[src/rtl/if_stage_pipe_pkg.sv]
// Shared definitions for the instruction-fetch stage: reset PC default,
// bus size encoding, instruction-buffer entry layout and FSM state type.
package if_stage_pipe_pkg;

    // First fetch address after reset unless the top overrides it.
    localparam logic [31:0] RESET_PC_DEFAULT = 32'h1c00_0000;

    // Bus size encoding for a 32-bit word access.
    localparam logic [1:0]  SIZE_WORD = 2'b10;

    // One buffered fetch result: address-error flag, PC and instruction word.
    typedef struct packed {
        logic        adef;
        logic [31:0] pc;
        logic [31:0] inst;
    } ibuf_entry_t;

    localparam int ENTRY_W = $bits(ibuf_entry_t);

    // Request FSM: REQ may issue a fetch, WAIT holds the single outstanding one.
    typedef enum logic {
        ST_REQ  = 1'b0,
        ST_WAIT = 1'b1
    } fetch_state_t;

    // A fetch address must be word aligned; anything else becomes an ADEF marker.
    function automatic logic is_misaligned(input logic [31:0] addr);
        return addr[1:0] != 2'b00;
    endfunction

endpackage

[src/rtl/if_stage_pipe_ibuf.sv]
// Small register-based FIFO holding fetched instructions between the bus
// response and ID. Head is visible combinationally from the storage registers,
// so an entry pushed at an edge is presented in the following cycle.
// Flush clears everything and wins over a coincident push or pop.
module if_ibuf #(
    parameter int WIDTH = 65,
    parameter int DEPTH = 2,
    localparam int PTR_W = (DEPTH > 1) ? $clog2(DEPTH) : 1,
    localparam int CNT_W = $clog2(DEPTH + 1)
) (
    input  logic             clk,
    input  logic             reset,
    input  logic             push,
    input  logic             pop,
    input  logic             flush,
    input  logic [WIDTH-1:0] din,
    output logic [WIDTH-1:0] dout,
    output logic             empty,
    output logic [CNT_W-1:0] count
);

    localparam logic [CNT_W-1:0] FULL_COUNT = CNT_W'(DEPTH);
    localparam logic [PTR_W-1:0] LAST_PTR   = PTR_W'(DEPTH - 1);

    logic [PTR_W-1:0] wr_ptr_reg;
    logic [PTR_W-1:0] rd_ptr_reg;
    logic [CNT_W-1:0] count_reg;
    logic [WIDTH-1:0] mem_q [DEPTH];
    logic             do_push;
    logic             do_pop;

    // Pointers wrap explicitly so a depth of 1 behaves like any other size.
    function automatic logic [PTR_W-1:0] ptr_inc(input logic [PTR_W-1:0] p);
        return (p == LAST_PTR) ? '0 : p + 1'b1;
    endfunction

    // Pop only real entries; push only into free space (a same-cycle pop frees one).
    assign do_pop  = pop  && !flush && (count_reg != '0);
    assign do_push = push && !flush && ((count_reg != FULL_COUNT) || do_pop);

    // Pointer and occupancy bookkeeping.
    always_ff @(posedge clk or posedge reset) begin
        if (reset) begin
            wr_ptr_reg <= '0;
            rd_ptr_reg <= '0;
            count_reg  <= '0;
        end else if (flush) begin
            wr_ptr_reg <= '0;
            rd_ptr_reg <= '0;
            count_reg  <= '0;
        end else begin
            if (do_push) begin
                wr_ptr_reg <= ptr_inc(wr_ptr_reg);
            end
            if (do_pop) begin
                rd_ptr_reg <= ptr_inc(rd_ptr_reg);
            end
            case ({do_push, do_pop})
                2'b10:   count_reg <= count_reg + 1'b1;
                2'b01:   count_reg <= count_reg - 1'b1;
                default: count_reg <= count_reg;
            endcase
        end
    end

    // One storage register per entry, written when the write pointer selects it.
    genvar gi;
    generate
        for (gi = 0; gi < DEPTH; gi++) begin : g_entry
            logic [WIDTH-1:0] entry_reg;

            // Capture the pushed word into this slot.
            always_ff @(posedge clk or posedge reset) begin
                if (reset) begin
                    entry_reg <= '0;
                end else if (do_push && (wr_ptr_reg == PTR_W'(gi))) begin
                    entry_reg <= din;
                end
            end

            assign mem_q[gi] = entry_reg;
        end
    endgenerate

    assign dout  = mem_q[rd_ptr_reg];
    assign empty = (count_reg == '0);
    assign count = count_reg;

endmodule

[src/rtl/if_stage_pipe.sv]
// Instruction-fetch stage: issues word fetches on a request/response SRAM-like
// bus with one request in flight, buffers results in if_ibuf, and hands them
// to ID with a valid/allowin handshake. A branch redirect flushes the buffer
// and marks any in-flight fetch so its response is discarded. A misaligned
// fetch PC is not sent to the bus; an ADEF marker entry is queued instead and
// fetching halts until the next redirect.
module if_stage_pipe
    import if_stage_pipe_pkg::*;
#(
    parameter logic [31:0] RESET_PC   = RESET_PC_DEFAULT,
    parameter int          IBUF_DEPTH = 2
) (
    input  logic        clk,
    input  logic        reset,
    input  logic        br_taken,
    input  logic [31:0] br_target,
    input  logic        ds_allowin,
    output logic        fs_to_ds_valid,
    output logic [31:0] fs_pc,
    output logic [31:0] fs_inst,
    output logic        fs_adef,
    output logic        inst_sram_req,
    output logic        inst_sram_wr,
    output logic [1:0]  inst_sram_size,
    output logic [3:0]  inst_sram_wstrb,
    output logic [31:0] inst_sram_addr,
    output logic [31:0] inst_sram_wdata,
    input  logic        inst_sram_addr_ok,
    input  logic        inst_sram_data_ok,
    input  logic [31:0] inst_sram_rdata
);

    localparam int               CNT_W     = $clog2(IBUF_DEPTH + 1);
    localparam logic [CNT_W-1:0] IBUF_FULL = CNT_W'(IBUF_DEPTH);

    fetch_state_t state_reg;
    logic [31:0]  fetch_pc_reg;
    logic [31:0]  req_pc_reg;
    logic         cancel_reg;
    logic         halt_reg;

    logic [CNT_W-1:0] ibuf_count;
    logic             ibuf_empty;
    ibuf_entry_t      push_entry;
    ibuf_entry_t      head_entry;

    logic can_issue;
    logic can_admit;
    logic fetch_misaligned;
    logic issue_req;
    logic req_hs;
    logic adef_push;
    logic resp_push;
    logic ibuf_push;
    logic ibuf_pop;

    // Admission: only in REQ, not halted, and only while the buffer has room,
    // which also guarantees room for the response when it returns.
    assign can_issue        = (state_reg == ST_REQ) && !halt_reg;
    assign can_admit        = ibuf_count < IBUF_FULL;
    assign fetch_misaligned = is_misaligned(fetch_pc_reg);

    // Request is held low while reset is asserted so the bus sees nothing.
    assign issue_req = !reset && can_issue && can_admit && !fetch_misaligned;
    assign req_hs    = issue_req && inst_sram_addr_ok;

    // Two push sources are mutually exclusive by FSM state.
    assign adef_push = can_issue && can_admit && fetch_misaligned;
    assign resp_push = (state_reg == ST_WAIT) && inst_sram_data_ok && !cancel_reg;
    assign ibuf_push = (adef_push || resp_push) && !br_taken;
    assign ibuf_pop  = fs_to_ds_valid && ds_allowin;

    // Build the entry to enqueue: ADEF marker carries the bad PC and no data.
    always_comb begin
        push_entry = '0;
        if (adef_push) begin
            push_entry.adef = 1'b1;
            push_entry.pc   = fetch_pc_reg;
            push_entry.inst = 32'h0;
        end else begin
            push_entry.adef = 1'b0;
            push_entry.pc   = req_pc_reg;
            push_entry.inst = inst_sram_rdata;
        end
    end

    if_ibuf #(
        .WIDTH (ENTRY_W),
        .DEPTH (IBUF_DEPTH)
    ) u_ibuf (
        .clk   (clk),
        .reset (reset),
        .push  (ibuf_push),
        .pop   (ibuf_pop),
        .flush (br_taken),
        .din   (push_entry),
        .dout  (head_entry),
        .empty (ibuf_empty),
        .count (ibuf_count)
    );

    // Request FSM with fetch PC, in-flight PC, cancel and halt tracking.
    // A redirect takes priority over every other update.
    always_ff @(posedge clk or posedge reset) begin
        if (reset) begin
            state_reg    <= ST_REQ;
            fetch_pc_reg <= RESET_PC;
            req_pc_reg   <= 32'h0;
            cancel_reg   <= 1'b0;
            halt_reg     <= 1'b0;
        end else if (br_taken) begin
            fetch_pc_reg <= br_target;
            halt_reg     <= 1'b0;
            if (state_reg == ST_WAIT) begin
                if (inst_sram_data_ok) begin
                    // Response lands this cycle: drop it here, nothing left in flight.
                    cancel_reg <= 1'b0;
                    state_reg  <= ST_REQ;
                end else begin
                    // Response still to come: discard it when it arrives.
                    cancel_reg <= 1'b1;
                    state_reg  <= ST_WAIT;
                end
            end else if (req_hs) begin
                // The old-path request was accepted just now; its data is stale.
                req_pc_reg <= fetch_pc_reg;
                cancel_reg <= 1'b1;
                state_reg  <= ST_WAIT;
            end
        end else begin
            case (state_reg)
                ST_REQ: begin
                    if (req_hs) begin
                        req_pc_reg   <= fetch_pc_reg;
                        fetch_pc_reg <= fetch_pc_reg + 32'd4;
                        state_reg    <= ST_WAIT;
                    end else if (adef_push) begin
                        halt_reg <= 1'b1;
                    end
                end
                ST_WAIT: begin
                    if (inst_sram_data_ok) begin
                        cancel_reg <= 1'b0;
                        state_reg  <= ST_REQ;
                    end
                end
                default: state_reg <= ST_REQ;
            endcase
        end
    end

    // ID-side view of the buffer head; fields read zero when nothing is valid.
    assign fs_to_ds_valid = !ibuf_empty;
    assign fs_pc          = fs_to_ds_valid ? head_entry.pc   : 32'h0;
    assign fs_inst        = fs_to_ds_valid ? head_entry.inst : 32'h0;
    assign fs_adef        = fs_to_ds_valid && head_entry.adef;

    // Bus request side; this stage only ever reads whole words.
    assign inst_sram_req   = issue_req;
    assign inst_sram_addr  = issue_req ? fetch_pc_reg : 32'h0;
    assign inst_sram_wr    = 1'b0;
    assign inst_sram_size  = SIZE_WORD;
    assign inst_sram_wstrb = 4'h0;
    assign inst_sram_wdata = 32'h0;

endmodule

[config.mk]
export PLATFORM = sky130hd
export DESIGN_NAME = if_stage_pipe
export DESIGN_NICKNAME = d
export VERILOG_FILES = /design/src/rtl/if_stage_pipe_pkg.sv /design/src/rtl/if_stage_pipe_ibuf.sv /design/src/rtl/if_stage_pipe.sv
export SDC_FILE = /design/constraint.sdc
export NUM_CORES = 1
export LEC_CHECK = 0
export ABC_AREA = 1
export CAP_MARGIN = 10
export CELL_PAD_IN_SITES_DETAIL_PLACEMENT = 2
export CELL_PAD_IN_SITES_GLOBAL_PLACEMENT = 2
export CORE_ASPECT_RATIO = 2
export CORE_MARGIN = 2
export CORE_UTILIZATION = 30
export DETAILED_ROUTE_END_ITERATION = 12
export PLACE_DENSITY_LB_ADDON = 0.1
export SETUP_SLACK_MARGIN = 0.5
export SLEW_MARGIN = 5
export SYNTH_ARGS = -nofsm -noshare
export SYNTH_HDL_FRONTEND = slang
export SYNTH_HIERARCHICAL = 1
export SYNTH_SLANG_ARGS = --single-unit
[constraint.sdc]
create_clock -name clk -period 6.05 [get_ports clk]
set_input_delay 0.9075 -clock clk [delete_from_list [all_inputs] [get_ports clk]]
set_output_delay 0.9075 -clock clk [all_outputs]
set_load 0.05 [all_outputs]
# After elaboration in Yosys (flattened, before gate mapping)
# Index checks and enable logic that the tools add are counted.
[totals]
register_bits = 201
out_inout_bits = 138
elab_cells = 98
[classes]
n_addsub = 5
order_cmp = 2
eq_ne = 5
muxes = 32
bitwise_logic = 3
reduce_logical = 41
[ops]
columns = ["cell", "count"]
rows = [
  ["2-to-1 mux 65 bit", 4],
  ["2-to-1 mux 32 bit", 6],
  ["adder 32 x 3 -> 32 bit (second input constant)", 1],
  ["2-to-1 mux 1 bit", 19],
  ["logical AND 1 bit", 18],
  ["nonzero test 2 bit", 9],
  ["logical NOT 1 bit", 6],
  ["inequality test 2 bit (second input constant)", 3],
  ["AND reduction 3 bit", 2],
  ["case mux 2 bit (2 select lines)", 1],
  ["AND reduction 2 bit", 2],
  ["nonzero test 3 bit", 1],
  ["adder 1 bit (second input constant)", 2],
  ["adder 2 x 1 -> 2 bit (second input constant)", 1],
  ["equality test 2 x 1 -> 1 bit (second input constant)", 1],
  ["equality test 2 bit (second input constant)", 1],
  [">= comparator 2 bit (second input constant)", 1],
  ["logical NOT 2 bit", 1],
  ["logical OR 1 bit", 2],
  ["< comparator 2 bit (second input constant)", 1],
  ["2-to-1 mux 2 bit", 1],
  ["NOT 1 bit", 2],
  ["NOT 1 -> 2 bit", 1],
  ["case mux 1 bit (2 select lines)", 1],
  ["subtractor 2 x 1 -> 2 bit (second input constant)", 1],
]

# Logic depth before layout (Yosys ltp)
[logic_depth]
depth_word = 11
depth_mapped = 14

# Hierarchy
# Netlist, hierarchy kept.
[by_module_without_submodules]
columns = ["module", "n_inst", "cells_per_inst", "area_each_um2"]
rows = [
  ["if_ibuf", 1, 594, 6198.4],
  ["if_stage_pipe", 1, 892, 5210.0],
]

# Worst setup path after synthesis
# OpenSTA, ideal clock, no wires.
[synth_path]
kind = "in2out"
startpoint = "input reset"
endpoint = "output inst_sram_addr[22]"
arrival_time_ps = 3672
required_time_ps = 5142
setup_slack_ps = 1470
cell_stages = 4
path_cell_list = "inv_1 -> nand3_1 -> clkbuf_1 -> nor2_1"
[synth_via]
elab_chain_cells = 5
[synth_lines]
columns = ["item", "line_no", "rtl"]
rows = [
  ["start, declared", "if_stage_pipe.sv:14", "input logic reset,"],
  ["logical NOT 1 bit (no source line)", "n/a", ""],
  ["logical AND 1 bit (3 in a row)", "if_stage_pipe.sv:64", "assign issue_req = !reset && can_issue && can_admit && !fetch_misaligned;"],
  ["2-to-1 mux 32 bit", "if_stage_pipe.sv:160", "assign inst_sram_addr = issue_req ? fetch_pc_reg : 32'h0;"],
  ["end, declared", "if_stage_pipe.sv:26", "output logic [31:0] inst_sram_addr,"],
]
# Every way passes these cells.

==> metrics <==
run status completed; Worst-path clk slew 0.06 ns; cell count of the worst reg-to-reg path 12; final RePlAce weighted congestion 0.7963; ANT cells 0; mux cell area share after synthesis 6.416%; max-slew violations 0; CTS resizes 0; Pwr Total 0.006489 W; largest family of logic cells by synthesized area simple AND/OR/NAND/NOR gates; Tcrit/Tclk final 66.96%; Final Hold Fails 0; WL per Instance 16.86 um; I/O pin count 208; CP max stage cell dfrtp_2; Starting Density 30.19%; Die W 141.9 um; CP max stage delay around 0.92 ns; maximum number of pins on one net before global-route repair 94; Port Buffers roughly 170; synthesized-area fraction occupied by adder cells 0.1097%; WHS Endpoint u_ibuf/g_entry[1].entry_reg[23]; Clock Latency Late Sink 0.52 ns; actual slew at the worst max-slew pin 0.9471 ns; final std cells w/o fill 2,094; max FFs per register 130; Comb power frac 45.5%; Switching Fraction 43.26%; DRC Markers 0; Setup Crit Path Kind register to primary output; Post-DP HPWL 25.42 mm; Post-Syn Area 11,410 um^2; die area 39,700 um^2; Cells after DPL 2,056; Via Count between 9,000 and 10,000; global route total overflow 0; CTS Hold Bufs 0; skew final 0.01467 ns; Critical Path RT 5.14 ns; CP endpoint kind primary output; Max Fclk 246.9 MHz; # setup viols final 0; Avg Cell Area, Syn between 7 and 8 um^2; antenna viol nets, final 0; peak supply drop slightly below 0.0002 V; Async SR Flop Fraction 100.0%; via/cell ratio 4.622; simple-gate area share of the yosys netlist 22.63%; layout cells sized above 1 12.39%; Switching Power 0.002807 W; drt first pass iters 4; sequential share of power 34.0%; number of global-route vias before repair between 10,000 and 15,000; leakage approximately 6.7 nW; global-route wire length before repair ~57 mm; final core utilization a little under two fifths; Cell Chain, Critical Path buf_4 -> mux2_2 -> inv_1 -> nor2_1 -> clkdlybuf4s50_1; Reg-to-Reg End u_ibuf/g_entry[1].entry_reg[44]; internal power 0.003682 W; Area contributors post-synth dfrtp_1, nand2_1, inv_1; Die Y 279.8 um; CTS tree built; top cell type's share of synthesized area between 40% and 50%; Std-Cell Core Area 37,790 um^2; clk buf depth 3; min-delay src u_ibuf/g_entry[1].entry_reg[23]; Placement Rows 101; RSZ-0062 raised after global routing no; max_slew headroom 36.86%; buffers inserted by post-CTS timing repair 0; hold depth 2; Cells after Synth 1,486; Yosys cell types 33; r2r startpoint u_ibuf/count[1]; Inserted Clock Buffers 22; leading area contributor after synthesis dfrtp_1; clock root cell clkbuf_16; area grow syn2layout 21.50%; pwr dens 468.2 nW/um^2; CP startpoint kind register; post-synthesis sequential area ratio 44.12%; Final min period 4.051 ns; DR iter-0 viols 200; maxcap violations 0; Tot GR Track Use 18.10%; Seq cells post-synth roughly 200; Setup TNS Final 0 ns; number of nets in the layout between 1,500 and 2,000; Post-Synth XOR/XNOR Area 0.4606%; CP max FO 32; r2r setup slk 3.02 ns; Synth warnings 6; most used flip-flop cell after synthesis dfrtp_1; clock power share slightly above 20%; initial antenna violation count 0; Compound-Gate Fraction of Synth Area a little under an eighth; WP data arrival approximately 3.1 ns; Final Cell Area 13,860 um^2; Placed Area about 13,000 um^2; drt total wl ~35 mm; Post-synth EDFFs 0; Hold WC Path Type register to register; H-tree depth 1; CTS sink cnt approximately 200
stage by stage:
step,setup slack [ns],hold WS [ns]
floorplan,1.470,0.4476
global placement,2.121,0.4586
detailed placement,2.097,0.4691
CTS,1.904,0.4856
global route,1.810,0.5028
finish,1.999,0.4801
synth_stat cells, types with 2 or more instances:
cell type / instances
mux2_2: 65
inv_1: 243
nand2_2: 10
o21ai_2: 60
nor2_1: 141
inv_2: 3
nand3_1: 72
and2_1: 3
o21ai_0: 55
buf_6: 20
nand2_4: 3
buf_4: 43
a21oi_1: 2
dfstp_2: 3
conb_1: 2
clkbuf_1: 29
buf_2: 18
o21ai_1: 92
xor2_1: 5
buf_1: 3
dfrtp_1: 198
nor2_2: 3
nand2_1: 403
final cells by class:
cell class / count / area (um^2)
timing repair buffer: 182 / 1782
sequential: 201 / 5035
inverter: 247 / 934.6
clock inverter: 4 / 45.04
tap: 463 / 579.3
clock buffer: 34 / 646.9
multi-input combinational: 963 / 4838
fill: 4455 / 23920
worst max-delay path: cells and delay by family (launching register included):
family / cells / cell delay [ns]
buffers and inverters: 3 / 1.33
DFF: 1 / 0.92
and+or+nand+nor: 1 / 0.14
muxes: 1 / 0.22
worst max path at each step:
| stage | start | end | slack (ns) | depth (start not counted) |
|---|---|---|---|---|
| 2_1_floorplan | reset | inst_sram_addr[22] | 1.47 | 4 |
| 3_3_place_gp | reset | inst_sram_addr[30] | 2.12 | 6 |
| 3_5_place_dp | reset | inst_sram_addr[26] | 2.10 | 6 |
| 4_1_cts | u_ibuf/rd_ptr_reg | fs_inst[2] | 1.90 | 5 |
| 5_1_grt | u_ibuf/rd_ptr_reg | fs_pc[14] | 1.81 | 5 |
| 6_report | u_ibuf/rd_ptr_reg | fs_pc[17] | 2.00 | 5 |
cells by family after synthesis:
kind of cell,after synthesis
simple gates,639
buf+inv,361
fa+ha+maj,1
compound gates,211
xor+xnor,6
other cells,2
flops,201
mux,65
power groups by stage:
stage | combinational (W) | sequential (W) | clock (W)
finish | 0.00295 | 0.00220 | 0.00133
global route | 0.00328 | 0.00228 | 0.00143
CTS | 0.00304 | 0.00221 | 0.00139
detailed placement | 0.00302 | 0.00223 | 0
global placement | 0.00293 | 0.00219 | 0
floorplan | 0.00224 | 0.00211 | 0
placed cells by master (no fill, tap or decap), types with 2 or more instances in the layout:
master and instances:
xor2_1 5, o21ai_0 55, clkbuf_8 3, nand2_4 3, dfrtp_1 197, conb_1 41
mux2_2 65, buf_4 16, clkbuf_1 8, clkdlybuf4s50_1 166, and2_1 3, nand2_2 10
dfstp_2 3, clkinv_2 3, inv_2 5, nand3_1 72, clkbuf_16 23, o21ai_1 91
nor2_2 3, o21ai_2 60, nor2_1 141, nand2_1 403, a21oi_1 2, inv_1 240
per-layer routing:
metal,global-route usage [%],share of wire [%]
met1,19.82,39
met2,35.87,56
met3,1.538,2.4
met4,5.846,3.0
met5,0,0
Power figures use the tool's default switching activity.
